===== src/rtl/matrix_mult_sequencer_if.sv =====
// Operand/result bus between the operand source, the matrix sequencer and the result consumer.
// The master side launches runs and captures results; the slave side is the sequencer.
interface matrix_mult_sequencer_if #(
  parameter int DATA_WIDTH = 3,
  parameter int N          = 2,
  parameter int ACC_WIDTH  = 8
);
  logic                        start;
  logic [N*N*DATA_WIDTH-1:0]   mat_a;
  logic [N*N*DATA_WIDTH-1:0]   mat_b;
  logic                        busy;
  logic                        done;
  logic [N*N*ACC_WIDTH-1:0]    result;

  modport master (output start, mat_a, mat_b, input busy, done, result);
  modport slave  (input start, mat_a, mat_b, output busy, done, result);
endinterface


===== src/rtl/matrix_mult_sequencer.sv =====
// C = A*B for N x N signed matrices using one shared multiplier, one product per cycle
// in i, j, k order; result is valid during the single-cycle done pulse.
module multiplier #(
  parameter int W = 3
) (
  input  logic signed [W-1:0]   a,
  input  logic signed [W-1:0]   b,
  output logic signed [2*W-1:0] p
);
  assign p = a * b;
endmodule

module matrix_mult_sequencer #(
  parameter int DATA_WIDTH = 3,
  parameter int N          = 2,
  parameter int ACC_WIDTH  = 8
) (
  input  logic                       clk,
  input  logic                       reset_n,
  matrix_mult_sequencer_if.slave     bus
);
  localparam int IDX_W  = (N > 1) ? $clog2(N) : 1;
  localparam int EL_W   = (N * N > 1) ? $clog2(N * N) : 1;
  localparam int PROD_W = 2 * DATA_WIDTH;
  localparam logic [IDX_W-1:0] LAST = IDX_W'(N - 1);

  typedef enum logic [1:0] {IDLE, RUN, DONE} state_t;
  state_t state_reg, state_next;
  logic   accept;

  logic [N*N*DATA_WIDTH-1:0]     a_reg, b_reg;
  logic [IDX_W-1:0]              i_reg, j_reg, k_reg;
  logic signed [ACC_WIDTH-1:0]   acc_reg;
  logic signed [ACC_WIDTH-1:0]   c_reg [N*N];

  logic signed [DATA_WIDTH-1:0]  a_elem [N*N];
  logic signed [DATA_WIDTH-1:0]  b_elem [N*N];
  logic [N*N*ACC_WIDTH-1:0]      result_flat;

  genvar gi;
  generate
    for (gi = 0; gi < N * N; gi++) begin : g_elem
      assign a_elem[gi] = a_reg[gi*DATA_WIDTH +: DATA_WIDTH];
      assign b_elem[gi] = b_reg[gi*DATA_WIDTH +: DATA_WIDTH];
      assign result_flat[gi*ACC_WIDTH +: ACC_WIDTH] = c_reg[gi];
    end
  endgenerate

  logic [EL_W-1:0] a_idx, b_idx, c_idx;
  assign a_idx = EL_W'(int'(i_reg) * N + int'(k_reg));
  assign b_idx = EL_W'(int'(k_reg) * N + int'(j_reg));
  assign c_idx = EL_W'(int'(i_reg) * N + int'(j_reg));

  logic signed [PROD_W-1:0]    mult_p;
  logic signed [PROD_W-1:0]    prod;
  logic signed [ACC_WIDTH-1:0] prod_ext;
  logic signed [ACC_WIDTH-1:0] sum;

  multiplier #(.W(DATA_WIDTH)) u_mult (
    .a (a_elem[a_idx]),
    .b (b_elem[b_idx]),
    .p (mult_p)
  );

  // Only the low 2*DATA_WIDTH bits carry the signed product.
  assign prod     = mult_p[PROD_W-1:0];
  assign prod_ext = {{(ACC_WIDTH-PROD_W){prod[PROD_W-1]}}, prod};
  assign sum      = acc_reg + prod_ext;

  logic last_k, last_elem;
  assign last_k    = (k_reg == LAST);
  assign last_elem = last_k && (i_reg == LAST) && (j_reg == LAST);

  always_ff @(posedge clk or negedge reset_n) begin
    if (!reset_n) state_reg <= IDLE;
    else          state_reg <= state_next;
  end

  always_comb begin
    state_next = state_reg;
    accept     = 1'b0;
    case (state_reg)
      IDLE: begin
        accept = bus.start;
        if (bus.start) state_next = RUN;
      end
      RUN:  if (last_elem) state_next = DONE;
      DONE: begin
        accept     = bus.start;
        state_next = bus.start ? RUN : IDLE;
      end
      default: state_next = IDLE;
    endcase
  end

  assign bus.busy   = (state_reg == RUN);
  assign bus.done   = (state_reg == DONE);
  assign bus.result = result_flat;

  always_ff @(posedge clk or negedge reset_n) begin
    if (!reset_n) begin
      a_reg   <= '0;
      b_reg   <= '0;
      i_reg   <= '0;
      j_reg   <= '0;
      k_reg   <= '0;
      acc_reg <= '0;
      for (int e = 0; e < N * N; e++) c_reg[e] <= '0;
    end else if (accept) begin
      a_reg   <= bus.mat_a;
      b_reg   <= bus.mat_b;
      i_reg   <= '0;
      j_reg   <= '0;
      k_reg   <= '0;
      acc_reg <= '0;
      for (int e = 0; e < N * N; e++) c_reg[e] <= '0;
    end else if (state_reg == RUN) begin
      if (last_k) begin
        c_reg[c_idx] <= sum;
        acc_reg      <= '0;
        k_reg        <= '0;
        if (j_reg == LAST) begin
          j_reg <= '0;
          i_reg <= (i_reg == LAST) ? '0 : i_reg + IDX_W'(1);
        end else begin
          j_reg <= j_reg + IDX_W'(1);
        end
      end else begin
        acc_reg <= sum;
        k_reg   <= k_reg + IDX_W'(1);
      end
    end
  end
endmodule


===== src/flat_wrapper.sv =====
// flat-port wrapper written by rule: the top's interface ports become plain ports
module matrix_mult_sequencer_flat 
#(
  parameter int DATA_WIDTH = 3,
  parameter int N          = 2,
  parameter int ACC_WIDTH  = 8
)
  (clk, reset_n, bus_start, bus_mat_a, bus_mat_b, bus_busy, bus_done, bus_result);
  matrix_mult_sequencer_if #(.DATA_WIDTH(DATA_WIDTH), .N(N), .ACC_WIDTH(ACC_WIDTH)) bus_i ();
  input  logic clk;
  input  logic reset_n;
  input wire logic [$bits(bus_i.start)-1:0] bus_start;
  input wire logic [$bits(bus_i.mat_a)-1:0] bus_mat_a;
  input wire logic [$bits(bus_i.mat_b)-1:0] bus_mat_b;
  output wire logic [$bits(bus_i.busy)-1:0] bus_busy;
  output wire logic [$bits(bus_i.done)-1:0] bus_done;
  output wire logic [$bits(bus_i.result)-1:0] bus_result;
  assign bus_i.start = bus_start;
  assign bus_i.mat_a = bus_mat_a;
  assign bus_i.mat_b = bus_mat_b;
  assign bus_busy = bus_i.busy;
  assign bus_done = bus_i.done;
  assign bus_result = bus_i.result;
  matrix_mult_sequencer #(.DATA_WIDTH(DATA_WIDTH), .N(N), .ACC_WIDTH(ACC_WIDTH)) u_core (.clk(clk), .reset_n(reset_n), .bus(bus_i));
endmodule

===== config.mk =====
export PLATFORM = sky130hd
export DESIGN_NAME = matrix_mult_sequencer_flat
export DESIGN_NICKNAME = d
export VERILOG_FILES = /design/src/rtl/matrix_mult_sequencer_if.sv /design/src/rtl/matrix_mult_sequencer.sv /design/src/flat_wrapper.sv
export SDC_FILE = /design/constraint.sdc
export NUM_CORES = 1
export LEC_CHECK = 0
export ABC_AREA = 1
export CORE_ASPECT_RATIO = 0.6
export CORE_MARGIN = 2
export CORE_UTILIZATION = 45
export DETAILED_ROUTE_END_ITERATION = 6
export GPL_TIMING_DRIVEN = 0
export HOLD_SLACK_MARGIN = 0.05
export PLACE_DENSITY = 0.68
export SYNTH_ARGS = -nofsm -noshare
export SYNTH_HDL_FRONTEND = slang
export SYNTH_SLANG_ARGS = --single-unit

===== constraint.sdc =====
create_clock -name clk -period 12.39 [get_ports clk]
set_clock_uncertainty 0.05 [all_clocks]
set_input_delay 1.8585 -clock clk [delete_from_list [all_inputs] [get_ports clk]]
set_output_delay 1.8585 -clock clk [all_outputs]
set_load 0.03 [all_outputs]

# Yosys cells after proc, flatten, opt, wreduce, memory -nomap -nowiden
# Cells that the tools add are included.
word_totals:
  ff_bits: 69
  latchBits: 0
  ramBits: 0
  rom_bits: 0
  input_bits: 27
  output_inout_bits: 34
  word_cells: 73
  n_memories: 0
classes:
  n_addsub: 7
  n_mul: 1
  div_mod_pow: 0
  magnitude_cmp: 4
  eq_ne: 4
  shift: 0
  mux: 32
  bitwise: 3
  n_reduce_logical: 11
ops:
  columns: ["op", "n"]
  rows:
  - ["32-bit 2-to-1 mux", 3]
  - ["32-bit bitwise mux", 1]
  - ["8-bit 2-to-1 mux", 4]
  - ["8-bit demux with 2-bit select", 1]
  - ["1-bit 2-to-1 mux", 14]
  - ["3-bit binary-select mux with 2-bit select", 2]
  - ["3-bit 2-to-1 mux", 4]
  - ["3-bit greater-or-equal comparator, second input constant", 3]
  - ["2-bit inverter with 3-bit output", 3]
  - ["8-bit by 6-bit adder with 8-bit output", 1]
  - ["2-bit by 1-bit adder with 2-bit output", 3]
  - ["3-bit by 3-bit multiplier with 6-bit output", 1]
  - ["2-bit one-hot mux with 3 select lines", 1]
  - ["2-bit nonzero test", 3]
  - ["2-bit 2-to-1 mux", 2]
  - ["2-bit AND reduction", 2]
  - ["1-bit adder, second input constant", 3]
  - ["1-bit logical AND", 3]
  - ["3-bit by 1-bit less-than comparator with 1-bit output, second input constant", 1]
  - ["3-bit AND reduction", 1]
  - ["2-bit by 1-bit == test with 1-bit output, second input constant", 1]
  - ["2-bit == test, second input constant", 1]
  - ["2-bit logical NOT", 1]
  - ["2-bit by 1-bit != test with 1-bit output, second input constant", 1]
  - ["2 further kinds", 2]

# Depth between registers and ports, before layout
depth:
  ltp_word: 11
  ltp_mapped: 21
  ltp_nobuf: 20

# Cells and area by module
# From an unflattened synthesis, not the netlist that was laid out.
unflattened:
  hier_cells: 417
  hier_area_um2: 3422.0
modules_own_cells:
  columns: ["mod", "n_inst", "cells_per_inst", "area_per_inst_um2", "seq_area_each_um2"]
  rows:
  - ["matrix_mult_sequencer", 1, 373, 3134.3, 1726.7]
  - ["multiplier", 1, 44, 287.8, 0.0]

# Worst setup path before layout
# Ideal clock, no wire load.
synth_path:
  path_kind: "register -> register"
  startpoint: "reg u_core.j_reg"
  endpoint: "reg u_core.acc_reg[6]"
  setup_ns: 0.083
  arrival_time_ns: 3.802
  required_time_ns: 12.257
  slack_ns: 8.455
  stages_incl_launch_ff: 18
  path_buffers: 1
  synth_period_minus_slack_ns: 3.935
  path_cell_list: "dfrtp_1 -> buf_6 -> inv_2 -> nor2_1 -> o22a_1 -> nor2_2 -> inv_1 -> fa_1 -> fa_1 -> fa_1 -> inv_1 -> ha_1 -> fa_1 -> nand3_1 -> nand2_1 -> xor2_1 -> nand2_1 -> o21ai_0"
synth_via:
  elab_chain_cells: 10
synth_lines:
  columns: ["item", "line_no", "rtl"]
  rows:
  - ["from (decl)", "matrix_mult_sequencer.sv:32", "logic [IDX_W-1:0] i_reg, j_reg, k_reg;"]
  - ["from (signal assigned)", "matrix_mult_sequencer.sv:126", "j_reg <= j_reg + IDX_W'(1);"]
  - ["2-bit by 1-bit adder with 2-bit output", "matrix_mult_sequencer.sv:51", "assign b_idx = EL_W'(int'(k_reg) * N + int'(j_reg));"]
  - ["2-bit inverter with 3-bit output (implied by the code)", "matrix_mult_sequencer.sv:61", ".b (b_elem[b_idx]),"]
  - ["3-bit binary-select mux with 2-bit select", "matrix_mult_sequencer.sv:61", null]
  - ["3-bit 2-to-1 mux (implied by the code) (2 in series)", "matrix_mult_sequencer.sv:61", null]
  - ["3-bit by 3-bit multiplier with 6-bit output", "matrix_mult_sequencer.sv:10", "assign p = a * b;"]
  - ["8-bit by 6-bit adder with 8-bit output", "matrix_mult_sequencer.sv:68", "assign sum = acc_reg + prod_ext;"]
  - ["8-bit 2-to-1 mux", "matrix_mult_sequencer.sv:118", "if (last_k) begin"]
  - ["8-bit 2-to-1 mux", "matrix_mult_sequencer.sv:117", "end else if (state_reg == RUN) begin"]
  - ["8-bit 2-to-1 mux", "matrix_mult_sequencer.sv:109", "end else if (accept) begin"]
  - ["to (signal assigned)", "matrix_mult_sequencer.sv:129", "acc_reg <= sum;"]
  - ["to (decl)", "matrix_mult_sequencer.sv:33", "logic signed [ACC_WIDTH-1:0] acc_reg;"]
# No other way between the ends. The select of a mux whose other input is x is not followed.
# A chain may end at the register's enable or synchronous reset.

# Final worst setup path
layout_path:
  startpoint: "reg u_core.k_reg"
  endpoint: "reg u_core.acc_reg[4]"
layout_via:
  elab_chain_cells: 10
  word_cells_on_any_way: 15
  cone_classes: "add/sub: 3; mul: 1; mux: 9; bitwise: 2"
layout_lines:
  columns: ["item", "line_no", "rtl"]
  rows:
  - ["from (decl)", "matrix_mult_sequencer.sv:32", null]
  - ["from (signal assigned)", "matrix_mult_sequencer.sv:130", "k_reg <= k_reg + IDX_W'(1);"]
  - ["2-bit by 1-bit adder with 2-bit output (on tied branches)", "matrix_mult_sequencer.sv:50, matrix_mult_sequencer.sv:51", null]
  - ["2-bit inverter with 3-bit output (on tied branches)", "matrix_mult_sequencer.sv:60, matrix_mult_sequencer.sv:61", null]
  - ["3-bit binary-select mux with 2-bit select (on tied branches)", "matrix_mult_sequencer.sv:60, matrix_mult_sequencer.sv:61", null]
  - ["3-bit 2-to-1 mux (on tied branches) (2 in series)", "matrix_mult_sequencer.sv:60, matrix_mult_sequencer.sv:61", null]
  - ["3-bit by 3-bit multiplier with 6-bit output", "matrix_mult_sequencer.sv:10", null]
  - ["8-bit by 6-bit adder with 8-bit output", "matrix_mult_sequencer.sv:68", null]
  - ["8-bit 2-to-1 mux (*)", "matrix_mult_sequencer.sv:118", null]
  - ["8-bit 2-to-1 mux (*)", "matrix_mult_sequencer.sv:117", null]
  - ["8-bit 2-to-1 mux (*)", "matrix_mult_sequencer.sv:109", null]
# Mark *: on every way between the ends. The rest lies on a longest branch, timed or not. The select of a mux whose other input is x is not followed.

==> impl_metrics.env <==
export IMPL_run_status="finished, final reports clean"
export IMPL_finalCritPeriodShare_pct=37.57
export IMPL_drv_cap=0
export IMPL_clock_sinks=69
export IMPL_rsz0062_at_grt="no"
export IMPL_synthArstFlopShare_pct=100.0
export IMPL_grt_first_pass_wirelength_mm=14.39
export IMPL_synth_area_leader_cell="dfrtp_1"
export IMPL_reg2regPathDepth=14
export IMPL_gp_congestion=0.8952
export IMPL_r2r_end="u_core.acc_reg[4]$_DFFE_PN0P_"
export IMPL_fin_cells=603
export IMPL_crit_start="u_core.k_reg$_DFFE_PN0P_"
export IMPL_ys_seq_area_share_pct=47.80
export IMPL_drc_errors=0
export IMPL_cts_clk_slew_worst_paths_ns=0.05
export IMPL_place_inst=587
export IMPL_cp_max_fo=10
export IMPL_die_x_um=119.7
export IMPL_cts_resized=0
export IMPL_dieArea_mm2=0.008783
export IMPL_cp_required_ns=12.51
export IMPL_worstMarginPinSlew_ns=0.8822
export IMPL_post_cts_buffers=0
export IMPL_synth_area_leaders="dfrtp_1 48%, nand2_1 18%, ha_1 5.2%"
export IMPL_grt_pass1_vias=2866
export IMPL_insertedDiodeCount=0
export IMPL_crit_buf_inv=3
export IMPL_pre_cts_slack_ns=7.738
export IMPL_synth_seq_cells=69
export IMPL_ant_nets=0
export IMPL_setup_ws_ns=7.735
export IMPL_hold_buffers=0
export IMPL_wirelength_mm=8.462
export IMPL_synth_edf_count=0
export IMPL_dp_hpwl_mm=6.154
export IMPL_io_buffers=60
export IMPL_finalNetCount=541
export IMPL_h_tree_depth=3
export IMPL_hold_end="u_core.b_reg[3]$_DFFE_PN0P_"
export IMPL_r2r_start="u_core.k_reg$_DFFE_PN0P_"
export IMPL_hold_viol_final=0
export IMPL_synth_most_common_cell="nand2_1"
export IMPL_dr_pass1_iters=5
export IMPL_overflow=0
export IMPL_io_pins=61
export IMPL_largest_register_ff_count=32
export IMPL_rows=25
export IMPL_grt_usage_pct=21.64
export IMPL_path_delay_family="adder cells"
export IMPL_hp_start="u_core.b_reg[3]$_DFFE_PN0P_"
export IMPL_die_height_um=73.40
export IMPL_synth_nets=470
export IMPL_area_delta_synth_final_pct=28.68
export IMPL_clk_latency_ns=0.34
export IMPL_coreArea_mm2=0.007820
export IMPL_cp_end_kind="register"
export IMPL_utilization_pct=59.44
export IMPL_vias=2873
export IMPL_criticalPathCategory="register to register"
export IMPL_grt_max_degree=70
export IMPL_cts_buffer_depth=2
export IMPL_antenna_found_initial=0
export IMPL_netlist_area_mm2=0.003612
export IMPL_synthCells=419
export IMPL_cp_slowest_cell="xnor2_1"
export IMPL_slew_violations=0
export IMPL_cts_root_buf="clkbuf_16"
export IMPL_synth_top_area_share_pct=47.80
export IMPL_ys_flop_type="dfrtp_1"
export IMPL_crit_arrival_ns=4.77
export IMPL_drive_above_1_share_pct=11.11
export IMPL_r2r_setup_slack_ns=7.74
export IMPL_yosys_top_cells_count="173 x nand2_1, 69 x dfrtp_1, 39 x inv_1"
export IMPL_layout_min_cycle_time_ns=4.655
export IMPL_cp_common_cell="fa_1"
export IMPL_hp_class="register to register"
export IMPL_cts_buffers=9
export IMPL_worstPathCellList="buf_6, nand2_1, nand3_1, nand2_1, nor2_2, inv_1, fa_1, fa_1, fa_1, inv_1, ha_1, fa_1, xnor2_1, o22ai_1"
export IMPL_via_per_inst=4.765
export IMPL_whs_path_depth=2
export IMPL_synth_warnings=0
export IMPL_tritoncts="yes"
export IMPL_crit_path_start_kind="register"
export IMPL_wire_per_inst_um=14.03
export IMPL_setup_viol=0
export IMPL_fmax_ghz=0.2148
export IMPL_ys_types=31
export IMPL_syn_area_per_cell_um2=8.621
export IMPL_slew_headroom_pct=41.19
export IMPL_slowest_delay_ns=0.63
export IMPL_setup_tns_ns=0
export IMPL_start_util_pct=46.19
export IMPL_drt_iter0_drc=152
[stage by stage]
stage	cell area (um^2)	hold slack [ns]
2_1_floorplan	3612	0.3936
3_3_place_gp	4348	0.4110
3_5_place_dp	4345	0.4166
4_1_cts	4648	0.4304
5_1_grt	4648	0.4484
6_report	4648	0.4303
[tightest hold or removal path, delay by kind of cell, from the launching register on]
kind	cells	cell delay, ns
DFF	1	0.34
and+or+nand+nor	2	0.11
[layout make-up]
class / instances / area [um^2]
Timing Repair Buffer: 60 / 598.1
Inverter: 50 / 187.7
Clock inverter: 5 / 60.06
Fill cell: 724 / 3172
Multi-Input combinational cell: 291 / 1637
Tap cell: 108 / 135.1
Sequential cell: 69 / 1727
Clock buffer: 11 / 242.7
Buffer: 9 / 61.31
[how the worst max path moves through the flow]
stage                                               end  slack (ns)  cells past startpoint
after floorplan           u_core.acc_reg[6]$_DFFE_PN0P_        8.45                     17
after global placement      u_core.b_reg[9]$_DFFE_PN0P_        7.05                      1
after detailed placement  u_core.acc_reg[4]$_DFFE_PN0P_        7.74                     14
after CTS                 u_core.acc_reg[4]$_DFFE_PN0P_        7.75                     14
after global routing      u_core.acc_reg[6]$_DFFE_PN0P_        7.55                     17
final                     u_core.acc_reg[4]$_DFFE_PN0P_        7.74                     14
[layer usage]
layer	global-route usage, %	share of wire (%)	vias to the layer above	routed length (um)
met4	2.745	0.44	0	37
met5	0	0	-	0
met3	8.075	5.9	6	502
met2	31.81	42	63	3564
met1	31.53	52	1358	4358
li1	-	-	1446	-
[cells in the final DEF, fill, tap and decap left out, types with 2 or more instances in the layout]
master,instances
inv_2,11
and2_1,2
clkbuf_16,9
fa_1,9
o22ai_1,3
buf_2,4
clkdlybuf4s50_1,59
nor2_4,2
o211ai_4,3
nand2_1,173
clkinv_4,2
a21oi_1,5
buf_6,2
nand3_1,14
nor2_1,14
nor3_4,3
ha_1,15
nor2_2,3
o21ai_2,2
clkbuf_1,2
dfrtp_1,69
nand2_2,2
xnor2_1,2
o21ai_1,21
nand2_4,4
inv_1,39
o21ai_0,8
buf_4,3
[cell families (layout without fill, tap and decap cells)]
group	Yosys count	after routing	synth area share, %
AND/OR/NAND/NOR	220	220	26.39
flip-flops	69	69	47.80
buffers and inverters	59	135	6.893
AO/OA/AOI/OAI	44	44	8.001
adder cells (fa/ha/maj)	24	24	10.18
XOR/XNOR	3	3	0.7275
Power is left out: the tool's default activity adds up to more than one toggle a clock period on the data nets, which glitch-free logic cannot reach.
